===== src/rtl/xor_vector_driver.sv =====
// Stimulus initiator for the XOR classifier: offers every input vector over a valid/ready port,
// checks each returned result bit against the vector parity and reports pass/timeout/errors.
module xor_vector_driver #(
  parameter int unsigned InputsNum     = 3,
  parameter int unsigned TimeoutCycles = 1024
) (
  input  logic               clk_i,
  input  logic               rst_i,
  input  logic               start_i,
  output logic               busy_o,
  output logic               done_o,
  output logic               pass_o,
  output logic               timeout_o,
  output logic               protocol_err_o,
  output logic [InputsNum:0] err_cnt_o,
  output logic               out_data_o [InputsNum-1:0],
  output logic               out_data_vld_o,
  input  logic               out_data_rdy_i,
  input  logic               result_data_i,
  input  logic               result_vld_i
);

  localparam int unsigned CntW = (TimeoutCycles > 1) ? $clog2(TimeoutCycles) : 1;
  localparam logic [CntW-1:0]    TmoLast = CntW'(TimeoutCycles - 1);
  localparam logic [InputsNum:0] LastVec = {1'b0, {InputsNum{1'b1}}};
  localparam logic [InputsNum:0] MaxErr  = {1'b1, {InputsNum{1'b0}}};

  typedef enum logic [1:0] {StIdle, StSend, StWait, StDone} state_e;

  state_e               state_q, state_d;
  logic [InputsNum:0]   vec_q, vec_d;
  logic [InputsNum:0]   err_q, err_d;
  logic [CntW-1:0]      tcnt_q, tcnt_d;
  logic                 timeout_q, timeout_d;
  logic                 perr_q, perr_d;
  logic                 pass_q, pass_d;
  logic                 pass_now;
  logic                 exp_bit;

  assign pass_now = (err_q == '0) && !timeout_q && !perr_q;
  assign exp_bit  = ^vec_q[InputsNum-1:0];

  always_comb begin
    state_d   = state_q;
    vec_d     = vec_q;
    err_d     = err_q;
    tcnt_d    = tcnt_q;
    timeout_d = timeout_q;
    perr_d    = perr_q;
    pass_d    = pass_q;

    unique case (state_q)
      StIdle: begin
        if (start_i) begin
          err_d     = '0;
          timeout_d = 1'b0;
          perr_d    = 1'b0;
          pass_d    = 1'b0;
          vec_d     = '0;
          state_d   = StSend;
        end
      end
      StSend: begin
        if (out_data_rdy_i) begin
          tcnt_d  = '0;
          state_d = StWait;
        end
      end
      StWait: begin
        tcnt_d = tcnt_q + 1'b1;
        // A result arriving in the expiry cycle takes priority over the timeout.
        if (result_vld_i) begin
          if ((result_data_i != exp_bit) && (err_q != MaxErr)) begin
            err_d = err_q + 1'b1;
          end
          if (vec_q == LastVec) begin
            state_d = StDone;
          end else begin
            vec_d   = vec_q + 1'b1;
            state_d = StSend;
          end
        end else if (tcnt_q == TmoLast) begin
          timeout_d = 1'b1;
          state_d   = StDone;
        end
      end
      StDone: begin
        pass_d  = pass_now;
        state_d = StIdle;
      end
      default: state_d = StIdle;
    endcase

    // Stray results outside WAIT are flagged; applied after the start-time clear.
    if (result_vld_i && (state_q != StWait)) begin
      perr_d = 1'b1;
    end
  end

  always_ff @(posedge clk_i) begin
    if (rst_i) begin
      state_q   <= StIdle;
      vec_q     <= '0;
      err_q     <= '0;
      tcnt_q    <= '0;
      timeout_q <= 1'b0;
      perr_q    <= 1'b0;
      pass_q    <= 1'b0;
    end else begin
      state_q   <= state_d;
      vec_q     <= vec_d;
      err_q     <= err_d;
      tcnt_q    <= tcnt_d;
      timeout_q <= timeout_d;
      perr_q    <= perr_d;
      pass_q    <= pass_d;
    end
  end

  always_comb begin
    for (int i = 0; i < int'(InputsNum); i++) begin
      out_data_o[i] = vec_q[i];
    end
  end

  assign busy_o         = (state_q != StIdle);
  assign done_o         = (state_q == StDone);
  assign pass_o         = (state_q == StDone) ? pass_now : pass_q;
  assign timeout_o      = timeout_q;
  assign protocol_err_o = perr_q;
  assign err_cnt_o      = err_q;
  assign out_data_vld_o = (state_q == StSend);

endmodule


===== config.mk =====
export PLATFORM = sky130hd
export DESIGN_NAME = xor_vector_driver
export DESIGN_NICKNAME = d
export VERILOG_FILES = /design/src/rtl/xor_vector_driver.sv
export SDC_FILE = /design/constraint.sdc
export NUM_CORES = 1
export LEC_CHECK = 0
export BUFFER_PORTS_ARGS = -buffer_cell sky130_fd_sc_hd__buf_2
export CORE_MARGIN = 2
export CORE_UTILIZATION = 30
export DETAILED_ROUTE_END_ITERATION = 8
export PLACE_DENSITY = 0.49
export SLEW_MARGIN = 0
export SYNTH_ARGS = -nofsm -noshare
export SYNTH_HDL_FRONTEND = slang
export SYNTH_SLANG_ARGS = --single-unit

===== constraint.sdc =====
create_clock -name clk_i -period 4.88 [get_ports clk_i]
set_input_delay 0.488 -clock clk_i [delete_from_list [all_inputs] [get_ports clk_i]]
set_output_delay 0.488 -clock clk_i [all_outputs]
set_load 0.01 [all_outputs]

# [Word level (Yosys, flattened, before mapping)]
# Index checks and enable logic that the tools add are counted.
# W data, S select, Z words.
[op_classes] addsub=3 n_eq_ne=16 mux=23 reduce_logical=22
[op_table] cell="$mux W4" count=5
[op_table] cell="$pmux W10 S2" count=1
[op_table] cell="$pmux W4 S2" count=2
[op_table] cell="$ne A2 B2 Y1 const B" count=7
[op_table] cell="$reduce_and A4 Y1" count=3
[op_table] cell="$reduce_bool A2 Y1" count=6
[op_table] cell="$add A10 B1 Y10 const B" count=1
[op_table] cell="$eq A10 B10 Y1 const B" count=1
[op_table] cell="$mux W10" count=1
[op_table] cell="$mux W2" count=5
[op_table] cell="$add A4 B1 Y4 const B" count=2
[op_table] cell="$pmux W2 S4" count=1
[op_table] cell="$mux W1" count=6
[op_table] cell="$reduce_and A2 Y1" count=3
[op_table] cell="$eq A2 B2 Y1 const B" count=2
[op_table] cell="$eq A4 B3 Y1 const B" count=1
[op_table] cell="$logic_and A1 B1 Y1" count=4
[op_table] cell="$logic_not A4 Y1" count=1
[op_table] cell="$ne A4 B4 Y1 const B" count=1
[op_table] cell="$pmux W1 S2" count=2
[op_table] cell="$ne A3 B3 Y1 const B" count=1
[op_table] cell="$reduce_and A3 Y1" count=1
[op_table] cell="$reduce_xor A3 Y1" count=1
[op_table] cell="$eq A2 B1 Y1 const B" count=1
[op_table] cell="other kinds (4)" count=5
[word_totals] regBits=23 in_bits=6 out_inout_bits=13 wordCells=71

# [Longest topological paths before layout]
# Gate-level depths: netlist (run 1).
[depth] ltp_word=6 mapped_depth=7 ltp_nobuf=6

# [Worst setup path after synthesis (run 1)]
# No wires, ideal clock.
[synth_path] path_kind="reg-to-reg" start="register vec_q[0]" end="register err_q[2] (netlist: err_cnt_o[2])" setup_time_ns=0.069 arrival_ns=1.549 required_time_ns=4.811 setup_slack_ns=3.262 stages_incl_launch_ff=7 n_path_buf=1 cell_sequence="dfxtp_1 ha_1 xor3_1 and4_1 clkbuf_2 and2_1 o21ai_1"
[synth_between] elab_chain_cells=5
[synth_lines] item="from (decl)" line="31" rtl="logic [InputsNum:0] vec_q, vec_d;"
[synth_lines] item="from (signal assigned)" line="111" rtl="vec_q <= vec_d;"
[synth_lines] item="$reduce_xor A3 Y1" line="41" rtl="assign exp_bit = ^vec_q[InputsNum-1:0];"
[synth_lines] item="$ne A1 B1 Y1" line="73" rtl="if ((result_data_i != exp_bit) && (err_q != MaxErr)) begin"
[synth_lines] item="$logic_and A1 B1 Y1" line="73"
[synth_lines] item="$ne A2 B2 Y1 (no line)"
[synth_lines] item="$reduce_and A4 Y1 (no line)"
[synth_lines] item="to (signal assigned)" line="112" rtl="err_q <= err_d;"
[synth_lines] item="to (decl)" line="32" rtl="logic [InputsNum:0] err_q, err_d;"
# No other way between the ends.
# A chain may end at the register's enable or synchronous reset.

# [Final worst setup path (run 1)]
[layout_path] start="register state_q[1]" end="output pass_o"
[layout_between] elab_chain_cells=2
[layout_lines] item="from (decl)" line="30" rtl="state_e state_q, state_d;"
[layout_lines] item="from (signal assigned)" line="102" rtl="state_q <= StIdle;"
[layout_lines] item="from (signal assigned)" line="110" rtl="state_q <= state_d;"
[layout_lines] item="$eq A2 B2 Y1" line="128" rtl="assign pass_o = (state_q == StDone) ? pass_now : pass_q;"
[layout_lines] item="$mux W1" line="128"
[layout_lines] item="to (decl)" line="12" rtl="output logic pass_o,"
# No other way between the ends.

==> impl_metrics.xml, run 1 <==
<?xml version="1.0" encoding="UTF-8"?>
<metrics>
  <group name="run_status">
    <metric name="outcome" unit="">finished, final reports clean</metric>
  </group>
  <group name="critical_path">
    <metric name="critPathMaxStageDelay" unit="ns">0.49</metric>
    <metric name="cell_chain_critical_path" unit="">nand2_1 -&gt; nor4b_1 -&gt; nand2_1 -&gt; nand2_1 -&gt; buf_2</metric>
    <metric name="cp-end-kind" unit="">output port</metric>
    <metric name="cp_max_fo" unit="">8</metric>
    <metric name="cpMaxStageDelayCell" unit="">sky130_fd_sc_hd__dfxtp_1</metric>
    <metric name="cp_data_required_time" unit="ns">4.39</metric>
    <metric name="path_common_cell" unit="">sky130_fd_sc_hd__nand2_1</metric>
    <metric name="critPathLaunchType" unit="">register</metric>
    <metric name="timing.critical_path.buf_inv" unit="">1</metric>
    <metric name="setup.worst_path.class" unit="">reg2out</metric>
    <metric name="crit_family" unit="">simple AND/OR/NAND/NOR gates</metric>
    <metric name="critical_path_arrival" unit="ns">1.55</metric>
  </group>
  <group name="routing">
    <metric name="routed-via-count" unit="">1108</metric>
    <metric name="total_wirelength_of_the_detailed_routed_design" unit="mm">2.76</metric>
    <metric name="wirelength_met1" unit="mm">1.24</metric>
    <metric name="wl_met3" unit="um">91</metric>
    <metric name="wl_met2" unit="mm">1.40</metric>
    <metric name="route.detailed.drc" unit="">0</metric>
    <metric name="drtAntennaViolNets" unit="">0</metric>
    <metric name="drt_first_iter_violations" unit="">26</metric>
    <metric name="routed_wirelength_normalized_by_instance_count" unit="um">12.7</metric>
    <metric name="avgViaCountPerCell" unit="">5.11</metric>
    <metric name="first_pass_iters" unit="">2</metric>
    <metric name="top_layer" unit="">met4</metric>
  </group>
  <group name="sta">
    <metric name="tns" unit="ns">0</metric>
    <metric name="actual_transition_at_the_worst_max_transition_pin" unit="ns">0.864</metric>
    <metric name="min_period_over_period" unit="%">41.8</metric>
    <metric name="report.final.slew_viol_count" unit="">0</metric>
    <metric name="timing.final.hold_violations" unit="">0</metric>
    <metric name="slew_headroom" unit="%">42.3</metric>
    <metric name="fin_worst_skew" unit="ns">0.000788</metric>
    <metric name="maxClockFrequency" unit="GHz">0.490</metric>
    <metric name="grt_setup_unrepaired" unit="">false</metric>
    <metric name="finalWorstPathRequiredPeriod" unit="ns">2.04</metric>
    <metric name="holdWs" unit="ns">0.464</metric>
    <metric name="final-setup-viol-count" unit="">0</metric>
  </group>
  <group name="pwr">
    <metric name="power.density" unit="nW/um^2">250</metric>
    <metric name="worst_ir_drop_vdd" unit="V">0.000127</metric>
    <metric name="power.leakage" unit="uW">0.000534</metric>
  </group>
  <group name="cells_and_area">
    <metric name="fill_cells" unit="">451</metric>
    <metric name="synthToLayoutAreaGrowth" unit="%">12.3</metric>
    <metric name="mostFrequentLayoutCell" unit="">sky130_fd_sc_hd__dfxtp_1</metric>
    <metric name="final_cell_mix" unit="">23 x sky130_fd_sc_hd__dfxtp_1, 19 x sky130_fd_sc_hd__nand2_1, 18 x sky130_fd_sc_hd__buf_2</metric>
    <metric name="final_nets" unit="">178</metric>
    <metric name="n_antenna_cell" unit="">0</metric>
    <metric name="drive_above_1_share" unit="%">15.0</metric>
  </group>
  <group name="die">
    <metric name="boundaryPins" unit="">19</metric>
    <metric name="initial_utilization" unit="%">30.7</metric>
    <metric name="core.rowCount" unit="">23</metric>
    <metric name="die_height" unit="um">67.8</metric>
    <metric name="full_die_area" unit="sq um">4600</metric>
    <metric name="fp.dieW" unit="um">67.8</metric>
    <metric name="floorplan.core_area" unit="sq um">3970</metric>
  </group>
  <group name="placement">
    <metric name="buffer_ports.inserted" unit="">18</metric>
    <metric name="finalWeightedCongestion" unit="">0.790</metric>
    <metric name="hpwlAfterDp" unit="mm">1.98</metric>
  </group>
  <group name="clock_tree">
    <metric name="cts_repair_resize_count" unit="">0</metric>
    <metric name="cts.root.buffer_cell" unit="">sky130_fd_sc_hd__clkbuf_8</metric>
    <metric name="clock_sink_count" unit="">23</metric>
    <metric name="clk_transition_reported_paths" unit="ns">0.08</metric>
    <metric name="holdBufCountCts" unit="">0</metric>
    <metric name="worst_skew_pair.late_latency" unit="ns">0.26</metric>
    <metric name="post_cts_repair_timing_setup_buffer_count" unit="">0</metric>
    <metric name="cts_htree_levels" unit="">1</metric>
    <metric name="cts_tree" unit="">yes</metric>
    <metric name="cts_made_buffers" unit="">3</metric>
    <metric name="ctsLongestPathBuffers" unit="">2</metric>
  </group>
  <group name="worst_hold_path">
    <metric name="min-delay-path-class" unit="">reg2reg</metric>
  </group>
  <group name="logic_synthesis">
    <metric name="yosys_warnings" unit="">0</metric>
    <metric name="yosysUniqueCellTypes" unit="">37</metric>
    <metric name="ff_latch_count_synth" unit="">23</metric>
    <metric name="synth_flop_cell" unit="">sky130_fd_sc_hd__dfxtp_1</metric>
    <metric name="synth_sequential_area_ratio" unit="%">37.7</metric>
    <metric name="synth_fp_nets" unit="">164</metric>
    <metric name="synth_edf_count" unit="">0</metric>
    <metric name="synthCells" unit="">154</metric>
    <metric name="syn-cell-area" unit="sq um">1220</metric>
    <metric name="postSynth.asyncResetShare" unit="%">0</metric>
    <metric name="post_synthesis_area_per_instance" unit="sq um">7.93</metric>
  </group>
  <group name="global_routing">
    <metric name="first_global_vias" unit="">1067</metric>
    <metric name="initial_antenna_violation_count" unit="">0</metric>
    <metric name="gr-usage-all-layers" unit="%">13.9</metric>
    <metric name="grt_max_degree" unit="">20</metric>
    <metric name="grt.overflow.total" unit="">0</metric>
    <metric name="grt_pass1_wl" unit="mm">4.81</metric>
  </group>
  <group name="flow_run">
    <metric name="max_cap_viol_count" unit="">0</metric>
  </group>
</metrics>
## power by group
part / leakage (uW) / switching (uW) / internal (uW) / total, uW
Combinational: 0.000326 / 20.2 / 10.8 / 31.0
Clock: 0.0000228 / 60.5 / 58.2 / 119
Sequential: 0.000186 / 3.42 / 190 / 193
## path summary, 6_finish.rpt
check | startpoint | end | slack (ns) | cells after the start
max reg2reg | state_q[1] | err_cnt_o[2] | 2.85 | 4
min reg2reg | timeout_o | timeout_o | 0.46 | 2
max | state_q[1] | pass_o | 2.84 | 5
min | timeout_o | timeout_o | 0.46 | 2
## tightest hold or removal path, delay by kind of cell, from the launching register on
family / cells / cell delay (ns)
and+or+nand+nor: 1 / 0.05
AOI/OAI and AO/OA: 1 / 0.05
DFF: 1 / 0.32
## cell families (layout without fill, tap and decap cells)
group | after synthesis | in the layout | synth area share (%)
compound gates | 29 | 29 | 13.6
simple gates | 77 | 77 | 32.9
fa+ha+maj | 4 | 4 | 4.10
mux | 2 | 2 | 1.84
flops | 23 | 23 | 37.7
buf+inv | 15 | 28 | 5.74
xor+xnor | 4 | 4 | 4.10
## state kept, by name, indices dropped and copies added, names as in the netlist
name,flops
timeout_o,1
err_cnt_o,4
protocol_err_o,1
tcnt_q,10
state_q,2
vec_q,4
pass_q,1
## per-stage QoR
| stage | setup slack [ns] | power (uW) | instances | instance area (sq um) | util [%] |
|---|---|---|---|---|---|
| final | 2.84 | 343 | 217 | 1370 | 34.5 |
| after global routing | 2.66 | 366 | 217 | 1370 | 34.5 |
| after CTS | 2.80 | 351 | 217 | 1370 | 34.5 |
| after detailed placement | 2.89 | 229 | 213 | 1330 | 33.4 |
| after global placement | 2.98 | 229 | 213 | 1330 | 33.4 |
| after floorplan | 3.26 | 218 | 154 | 1220 | - |
## per-layer routing
metal / vias to the layer above / GRT usage, %
met3: 2 / 4.00
met4: 0 / 3.75
met5: - / 0
met2: 13 / 23.9
met1: 526 / 16.8
li1: 567 / -
## final cells by class
cell class	instances	area, sq um	area share, %
clock buffer	4	45.0	3.28
inverter	6	22.5	1.64
multi-input combinational	116	691	50.4
sequential	23	460	33.6
tap	50	62.6	4.56
timing repair buffer	18	90.1	6.57
## cell usage after synthesis (all sizes together), types with 4 or more instances
library cell	instances	area (sq um)
a21oi	16	83.8
buf	4	27.5
clkbuf	5	20.0
dfxtp	23	460
ha	4	50.1
inv	6	22.5
nand2	19	71.3
nand3	11	55.1
nand3b	4	30.0
nand4	6	37.5
nor2	15	56.3
o21ai	7	35.0
Power figures use the tool's default switching activity.
==> inputs of run 2 (changes only) <==
--- a/config.mk
+++ b/config.mk
@@ -5,11 +5,12 @@
 export SDC_FILE = /design/constraint.sdc
 export NUM_CORES = 1
 export LEC_CHECK = 0
+export ABC_AREA = 1
 export BUFFER_PORTS_ARGS = -buffer_cell sky130_fd_sc_hd__buf_2
 export CORE_MARGIN = 2
 export CORE_UTILIZATION = 30
 export DETAILED_ROUTE_END_ITERATION = 8
-export PLACE_DENSITY = 0.49
+export PLACE_DENSITY = 0.5
 export SLEW_MARGIN = 0
 export SYNTH_ARGS = -nofsm -noshare
 export SYNTH_HDL_FRONTEND = slang
==> constraint.sdc (replaced) <==
create_clock -name clk_i -period 1.7 [get_ports clk_i]
set_input_delay 0.17 -clock clk_i [delete_from_list [all_inputs] [get_ports clk_i]]
set_output_delay 0.17 -clock clk_i [all_outputs]
set_load 0.01 [all_outputs]
==> run 2 against run 1 <==
Against the previous run: critical path depth is the same; critical path type unchanged; clock power grew to 2.9 times the previous value; via count grew 1.9%; count of clock-buffer cells in the layout shrank 1; synthesized cell count grew 18%; core utilization grew 1.2 points.
==> impl_metrics.xml, run 2 <==
<?xml version="1.0" encoding="UTF-8"?>
<metrics>
  <group name="run_status">
    <metric name="outcome" unit="">finished, final reports clean</metric>
  </group>
  <group name="global_routing">
    <metric name="grt_pass1_wl" unit="mm">4.66</metric>
    <metric name="initial_antenna_violation_count" unit="">0</metric>
    <metric name="first_global_vias" unit="">1039</metric>
    <metric name="gr-usage-all-layers" unit="%">13.1</metric>
    <metric name="grt.overflow.total" unit="">0</metric>
    <metric name="grt_max_degree" unit="">15</metric>
  </group>
  <group name="sta">
    <metric name="fin_worst_skew" unit="ns">0.0120</metric>
    <metric name="actual_transition_at_the_worst_max_transition_pin" unit="ns">0.446</metric>
    <metric name="slew_headroom" unit="%">70.2</metric>
    <metric name="min_period_over_period" unit="%">87.9</metric>
    <metric name="maxClockFrequency" unit="GHz">0.669</metric>
    <metric name="report.final.slew_viol_count" unit="">0</metric>
    <metric name="holdWs" unit="ns">0.173</metric>
    <metric name="grt_setup_unrepaired" unit="">false</metric>
    <metric name="timing.final.hold_violations" unit="">0</metric>
    <metric name="tns" unit="ns">0</metric>
    <metric name="finalWorstPathRequiredPeriod" unit="ns">1.49</metric>
    <metric name="final-setup-viol-count" unit="">0</metric>
  </group>
  <group name="pwr">
    <metric name="power.density" unit="nW/um^2">848</metric>
    <metric name="power.leakage" unit="uW">0.000628</metric>
    <metric name="power.share.combinational" unit="%">22.1</metric>
    <metric name="sw_frac_of_total" unit="%">31.5</metric>
    <metric name="clock_power_share" unit="%">28.5</metric>
    <metric name="p_int" unit="uW">829</metric>
    <metric name="worst_ir_drop_vdd" unit="V">0.000441</metric>
    <metric name="switching_power" unit="uW">382</metric>
    <metric name="p_total" unit="uW">1210</metric>
    <metric name="power.sequential.fraction" unit="%">49.4</metric>
  </group>
  <group name="clock_tree">
    <metric name="clk_transition_reported_paths" unit="ns">0.09</metric>
    <metric name="post_cts_repair_timing_setup_buffer_count" unit="">0</metric>
    <metric name="clock_sink_count" unit="">23</metric>
    <metric name="cts_htree_levels" unit="">1</metric>
    <metric name="cts.root.buffer_cell" unit="">sky130_fd_sc_hd__clkbuf_8</metric>
    <metric name="ctsLongestPathBuffers" unit="">2</metric>
    <metric name="cts_made_buffers" unit="">3</metric>
    <metric name="cts_tree" unit="">yes</metric>
    <metric name="holdBufCountCts" unit="">0</metric>
    <metric name="worst_skew_pair.late_latency" unit="ns">0.27</metric>
    <metric name="cts_repair_resize_count" unit="">0</metric>
  </group>
  <group name="logic_synthesis">
    <metric name="syn-cell-area" unit="sq um">1250</metric>
    <metric name="post_synth_mux_area_share" unit="%">0</metric>
    <metric name="yosys-top-cells-area" unit="">sky130_fd_sc_hd__dfxtp_1 37%, sky130_fd_sc_hd__nand2_1 13%, sky130_fd_sc_hd__inv_1 6.6%</metric>
    <metric name="synthCells" unit="">182</metric>
    <metric name="synth_flop_cell" unit="">sky130_fd_sc_hd__dfxtp_1</metric>
    <metric name="share_of_the_synthesized_area_in_compound_gates_ao_oa_aoi_oai" unit="%">16.3</metric>
    <metric name="synth.most_common_cell" unit="">sky130_fd_sc_hd__nand2_1</metric>
    <metric name="post_synthesis_area_per_instance" unit="sq um">6.90</metric>
    <metric name="synthDominantCellAreaShare" unit="%">36.7</metric>
    <metric name="yosys_warnings" unit="">0</metric>
    <metric name="synth-xor-area-share" unit="%">2.09</metric>
    <metric name="synth_top_family_by_area" unit="">simple AND/OR/NAND/NOR gates</metric>
    <metric name="netlist.top_cell.by_area" unit="">sky130_fd_sc_hd__dfxtp_1</metric>
    <metric name="yosysUniqueCellTypes" unit="">26</metric>
    <metric name="synth.cells.most_frequent" unit="">44 x sky130_fd_sc_hd__nand2_1, 23 x sky130_fd_sc_hd__dfxtp_1, 22 x sky130_fd_sc_hd__inv_1</metric>
    <metric name="synth_fp_nets" unit="">192</metric>
    <metric name="ff_latch_count_synth" unit="">23</metric>
    <metric name="synth-simple-area-share" unit="%">30.3</metric>
    <metric name="synth_sequential_area_ratio" unit="%">36.7</metric>
    <metric name="synth_edf_count" unit="">0</metric>
    <metric name="postSynth.asyncResetShare" unit="%">0</metric>
    <metric name="synth_fa_ha_area_share" unit="%">3.99</metric>
  </group>
  <group name="cells_and_area">
    <metric name="synthToLayoutAreaGrowth" unit="%">13.9</metric>
    <metric name="final_util" unit="%">35.7</metric>
    <metric name="drive_above_1_share" unit="%">16.5</metric>
    <metric name="final_nets" unit="">211</metric>
    <metric name="mostFrequentLayoutCell" unit="">sky130_fd_sc_hd__nand2_1</metric>
    <metric name="largest_register_ffs" unit="">10</metric>
    <metric name="largest_register_by_flop_count" unit="">tcnt_q</metric>
    <metric name="final_cell_mix" unit="">44 x sky130_fd_sc_hd__nand2_1, 23 x sky130_fd_sc_hd__dfxtp_1, 22 x sky130_fd_sc_hd__inv_1</metric>
    <metric name="n_antenna_cell" unit="">0</metric>
  </group>
  <group name="critical_path">
    <metric name="setup.worst_path.class" unit="">reg2out</metric>
    <metric name="cp_data_required_time" unit="ns">1.53</metric>
    <metric name="cp_max_fo" unit="">5</metric>
    <metric name="critical_path_arrival" unit="ns">1.32</metric>
    <metric name="critPathLaunchType" unit="">register</metric>
    <metric name="cp-end-kind" unit="">output port</metric>
  </group>
  <group name="flow_run">
    <metric name="max_cap_viol_count" unit="">0</metric>
  </group>
  <group name="routing">
    <metric name="wl_met2" unit="mm">1.32</metric>
    <metric name="routed_wirelength_normalized_by_instance_count" unit="um">10.9</metric>
    <metric name="wirelength_met1" unit="mm">1.31</metric>
    <metric name="total_wirelength_of_the_detailed_routed_design" unit="mm">2.73</metric>
    <metric name="avgViaCountPerCell" unit="">4.52</metric>
    <metric name="first_pass_iters" unit="">4</metric>
    <metric name="drt_first_iter_violations" unit="">26</metric>
    <metric name="wl_met3" unit="um">86</metric>
    <metric name="route.detailed.drc" unit="">0</metric>
    <metric name="routed-via-count" unit="">1129</metric>
    <metric name="top_layer" unit="">met4</metric>
    <metric name="drtAntennaViolNets" unit="">0</metric>
  </group>
  <group name="placement">
    <metric name="finalWeightedCongestion" unit="">0.788</metric>
    <metric name="hpwlAfterDp" unit="mm">2.10</metric>
    <metric name="buffer_ports.inserted" unit="">18</metric>
  </group>
  <group name="worst_hold_path">
    <metric name="min-delay-path-class" unit="">in2reg</metric>
  </group>
  <group name="die">
    <metric name="floorplan.core_area" unit="sq um">4000</metric>
    <metric name="core.rowCount" unit="">23</metric>
    <metric name="die_height" unit="um">68.7</metric>
    <metric name="full_die_area" unit="sq um">4720</metric>
    <metric name="initial_utilization" unit="%">31.4</metric>
    <metric name="fp.dieW" unit="um">68.7</metric>
    <metric name="boundaryPins" unit="">19</metric>
  </group>
</metrics>
==> run 2: cell types whose count changed in the layout (fill, tap and decap cells not counted), sizes merged, moves of 3 or more <==
cell    before  now
nand2       19   49
inv          6   23
nor2        15   21
nand3b       4    0
buf         18   21
nand2b       3    0
nand4        6    3
o21ai        7   10
or4          3    0
==> run 2: critical path: stages (launching register included) <==
cell                      delay (ns)
sky130_fd_sc_hd__dfxtp_1        0.43
sky130_fd_sc_hd__inv_1          0.08
sky130_fd_sc_hd__ha_1           0.21
sky130_fd_sc_hd__nand4_1        0.12
sky130_fd_sc_hd__nand2_1        0.07
sky130_fd_sc_hd__buf_2          0.14
==> run 2: path summary, 6_finish.rpt <==
path | from | end | slack [ns] | cells past startpoint
worst max-delay path | err_cnt_o[0] | pass_o | 0.21 | 5
worst min-delay path | result_vld_i | protocol_err_o | 0.17 | 3
worst max register to register | vec_q[0] | err_cnt_o[2] | 0.22 | 11
worst min register to register | tcnt_q[4] | tcnt_q[4] | 0.48 | 2
==> run 2: final cells by class <==
class                           count  area (sq um)
Clock buffer                        3          41.3
Sequential cell                    23           460
Tap cell                           50          62.6
Clock inverter                      1          5.00
Multi-Input combinational cell    129           661
Inverter                           23          86.3
Timing Repair Buffer               21           113
Fill cell                         446          2570
==> run 2: power by group through the flow <==
stage,logic [uW],registers [uW],clock network (uW)
global placement,271,612,0
CTS,273,599,363
floorplan,192,612,0
finish,268,599,345
detailed placement,271,612,0
global route,315,605,379
==> run 2: per-layer routing <==
metal  GRT usage [%]  vias to the layer above
li1                -                      623
met1            16.4                      492
met2            22.1                       12
met3            3.41                        2
met4            3.75                        0
met5               0                        -
==> run 2: cells by family after synthesis <==
| group | after synthesis |
|---|---|
| simple gates | 88 |
| xor+xnor | 3 |
| fa+ha+maj | 4 |
| buf+inv | 30 |
| flops | 23 |
| compound gates | 34 |
==> run 2: stage by stage <==
stage	setup WS (ns)	instance area (sq um)	std cells
floorplan	0.360	1250	182
global placement	0.253	1380	246
detailed placement	0.222	1380	246
CTS	0.198	1430	250
global route	0.0334	1430	250
finish	0.206	1430	250
==> inputs of run 3 (changes only) <==
--- a/config.mk
+++ b/config.mk
@@ -8,9 +8,9 @@
 export ABC_AREA = 1
 export BUFFER_PORTS_ARGS = -buffer_cell sky130_fd_sc_hd__buf_2
 export CORE_MARGIN = 2
-export CORE_UTILIZATION = 30
+export CORE_UTILIZATION = 35
 export DETAILED_ROUTE_END_ITERATION = 8
-export PLACE_DENSITY = 0.5
+export PLACE_DENSITY = 0.56
 export SLEW_MARGIN = 0
 export SYNTH_ARGS = -nofsm -noshare
 export SYNTH_HDL_FRONTEND = slang
==> run 3 against run 2 <==
Against the previous run: cell count down 2.0%; core utilization up 5.5 points; die area down 13%; highest routed layer unchanged; critical endpoint unchanged; via count up 0.89%; largest cell class unchanged; critical path type unchanged; worst hold slack worse by 0.061 ns; clock skew down 0.0033 ns; clock power down 26%; critical path depth unchanged; combinational power down 2%; cell area down 2.2%.
==> impl_metrics.xml, run 3 (synthesized netlist as in run 2, its figures left out) <==
<?xml version="1.0" encoding="UTF-8"?>
<metrics>
  <group name="run_status">
    <metric name="outcome" unit="">finished, final reports clean</metric>
  </group>
  <group name="routing">
    <metric name="routed_wirelength_normalized_by_instance_count" unit="um">11.0</metric>
    <metric name="routed-via-count" unit="">1139</metric>
    <metric name="drtAntennaViolNets" unit="">0</metric>
    <metric name="drt_first_iter_violations" unit="">31</metric>
    <metric name="route.detailed.drc" unit="">0</metric>
    <metric name="first_pass_iters" unit="">4</metric>
    <metric name="avgViaCountPerCell" unit="">4.65</metric>
    <metric name="total_wirelength_of_the_detailed_routed_design" unit="mm">2.70</metric>
  </group>
  <group name="die">
    <metric name="initial_utilization" unit="%">37.0</metric>
    <metric name="boundaryPins" unit="">19</metric>
    <metric name="fp.dieW" unit="um">63.9</metric>
    <metric name="floorplan.core_area" unit="sq um">3390</metric>
    <metric name="core.rowCount" unit="">21</metric>
    <metric name="full_die_area" unit="sq um">4080</metric>
    <metric name="die_height" unit="um">63.9</metric>
  </group>
  <group name="global_routing">
    <metric name="gr-usage-all-layers" unit="%">14.1</metric>
    <metric name="first_global_vias" unit="">1073</metric>
    <metric name="grt.overflow.total" unit="">0</metric>
    <metric name="initial_antenna_violation_count" unit="">0</metric>
    <metric name="grt_max_degree" unit="">15</metric>
    <metric name="grt_pass1_wl" unit="mm">4.57</metric>
  </group>
  <group name="clock_tree">
    <metric name="cts_tree" unit="">yes</metric>
    <metric name="clk_transition_reported_paths" unit="ns">0.13</metric>
    <metric name="clock_sink_count" unit="">23</metric>
    <metric name="cts_htree_levels" unit="">1</metric>
    <metric name="cts_repair_resize_count" unit="">0</metric>
    <metric name="post_cts_repair_timing_setup_buffer_count" unit="">0</metric>
    <metric name="worst_skew_pair.late_latency" unit="ns">0.31</metric>
    <metric name="holdBufCountCts" unit="">0</metric>
    <metric name="cts_made_buffers" unit="">3</metric>
    <metric name="ctsLongestPathBuffers" unit="">2</metric>
    <metric name="cts.root.buffer_cell" unit="">sky130_fd_sc_hd__clkbuf_4</metric>
  </group>
  <group name="cells_and_area">
    <metric name="fill_cells" unit="">371</metric>
    <metric name="largest_register_ffs" unit="">10</metric>
    <metric name="layout.cell_area.non_filler" unit="sq um">1400</metric>
    <metric name="final_nets" unit="">210</metric>
    <metric name="n_antenna_cell" unit="">0</metric>
    <metric name="final_cell_mix" unit="">44 x sky130_fd_sc_hd__nand2_1, 23 x sky130_fd_sc_hd__dfxtp_1, 22 x sky130_fd_sc_hd__inv_1</metric>
    <metric name="drive_above_1_share" unit="%">16.1</metric>
    <metric name="synthToLayoutAreaGrowth" unit="%">11.4</metric>
    <metric name="largest_register_by_flop_count" unit="">tcnt_q</metric>
    <metric name="mostFrequentLayoutCell" unit="">sky130_fd_sc_hd__nand2_1</metric>
  </group>
  <group name="pwr">
    <metric name="worst_ir_drop_vdd" unit="V">0.000342</metric>
    <metric name="switching_power" unit="uW">366</metric>
    <metric name="power.leakage" unit="uW">0.000615</metric>
    <metric name="clock_power_share" unit="%">22.9</metric>
    <metric name="power.share.combinational" unit="%">23.6</metric>
    <metric name="power.density" unit="nW/um^2">800</metric>
    <metric name="p_int" unit="uW">752</metric>
    <metric name="power.sequential.fraction" unit="%">53.5</metric>
    <metric name="sw_frac_of_total" unit="%">32.7</metric>
  </group>
  <group name="critical_path">
    <metric name="rrSetupSlack" unit="ns">0.18</metric>
    <metric name="cp_max_fo" unit="">5</metric>
    <metric name="timing.critical_path.to" unit="">pass_o</metric>
    <metric name="cp_data_required_time" unit="ns">1.53</metric>
    <metric name="cpMaxStageDelayCell" unit="">sky130_fd_sc_hd__dfxtp_1</metric>
    <metric name="setup.worst_path.class" unit="">reg2out</metric>
    <metric name="r2r_cells" unit="">11</metric>
    <metric name="worst_r2r_startpoint" unit="">vec_q[0]</metric>
    <metric name="critical_path.startpoint" unit="">err_cnt_o[0]</metric>
    <metric name="cell_chain_critical_path" unit="">inv_1 -&gt; ha_1 -&gt; nand4_1 -&gt; nand2_1 -&gt; buf_2</metric>
    <metric name="cp-end-kind" unit="">output port</metric>
    <metric name="critical_r2r_capture" unit="">err_cnt_o[3]</metric>
    <metric name="critical_path_arrival" unit="ns">1.36</metric>
    <metric name="critPathMaxStageDelay" unit="ns">0.43</metric>
    <metric name="critPathLaunchType" unit="">register</metric>
  </group>
  <group name="sta">
    <metric name="fin_worst_skew" unit="ns">0.00863</metric>
    <metric name="grt_setup_unrepaired" unit="">false</metric>
    <metric name="final-setup-viol-count" unit="">0</metric>
    <metric name="finalWorstPathRequiredPeriod" unit="ns">1.53</metric>
    <metric name="tns" unit="ns">0</metric>
    <metric name="min_period_over_period" unit="%">90.1</metric>
    <metric name="timing.final.hold_violations" unit="">0</metric>
    <metric name="actual_transition_at_the_worst_max_transition_pin" unit="ns">0.417</metric>
    <metric name="slew_headroom" unit="%">72.1</metric>
    <metric name="maxClockFrequency" unit="GHz">0.653</metric>
    <metric name="report.final.slew_viol_count" unit="">0</metric>
  </group>
  <group name="placement">
    <metric name="buffer_ports.inserted" unit="">18</metric>
    <metric name="finalWeightedCongestion" unit="">0.699</metric>
    <metric name="hpwlAfterDp" unit="mm">2.10</metric>
    <metric name="placedInstanceArea" unit="sq um">1370</metric>
  </group>
  <group name="worst_hold_path">
    <metric name="min-delay-path-class" unit="">in2reg</metric>
  </group>
  <group name="flow_run">
    <metric name="max_cap_viol_count" unit="">0</metric>
  </group>
</metrics>
==> run 3: cell count changes in the layout (fill, tap and decap cells not counted), sizes merged <==
cell  change
buf       -1
==> run 3: cell type report <==
cell class	count	area [sq um]	area share (%)
Multi-Input combinational cell	129	661	47.3
Sequential cell	23	460	32.9
Timing Repair Buffer	20	105	7.52
Inverter	23	86.3	6.18
Tap cell	46	57.6	4.12
Clock buffer	3	22.5	1.61
Clock inverter	1	5.00	0.358
==> run 3: per-layer routing <==
metal  up-vias  track usage (%)  part of all wire (%)
met2        11             25.4                    50
met5         -                0                     0
met3         2             3.87                   2.7
met4         0             2.72                  0.63
met1       506             16.6                    47
li1        620                -                     -
==> run 3: worst min path at each step <==
stage                 start             end  slack [ns]  cells after the start
5_1_grt        result_vld_i  protocol_err_o        0.10                      3
3_5_place_dp   result_vld_i  protocol_err_o        0.46                      3
2_1_floorplan  result_vld_i  protocol_err_o        0.32                      2
4_1_cts        result_vld_i  protocol_err_o        0.10                      3
6_report       result_vld_i  protocol_err_o        0.11                      3
3_3_place_gp   result_vld_i  protocol_err_o        0.46                      3
==> run 3: worst max-delay path: cells and delay by family, from the launching register on <==
kind / cells / cell delay (ns)
AND/OR/NAND/NOR: 2 / 0.18
adder cells (fa/ha/maj): 1 / 0.21
flip-flops: 1 / 0.43
buffers and inverters: 2 / 0.22
==> run 3: power by group through the flow <==
stage | combinational [uW] | sequential, uW | clock, uW
2_1_floorplan | 192 | 612 | 0
3_3_place_gp | 261 | 609 | 0
3_5_place_dp | 266 | 610 | 0
4_1_cts | 267 | 599 | 267
5_1_grt | 300 | 606 | 285
6_report | 263 | 599 | 256
==> run 3: metrics by stage <==
stage / hold slack (ns) / setup WS [ns] / std cells / total power, uW / util, %
after floorplan: 0.317 / 0.360 / 182 / 803 / -
after global placement: 0.455 / 0.275 / 241 / 871 / 40.4
after detailed placement: 0.456 / 0.179 / 241 / 876 / 40.4
after CTS: 0.102 / 0.161 / 245 / 1130 / 41.2
after global routing: 0.105 / 0.0174 / 245 / 1190 / 41.2
final: 0.112 / 0.167 / 245 / 1120 / 41.2
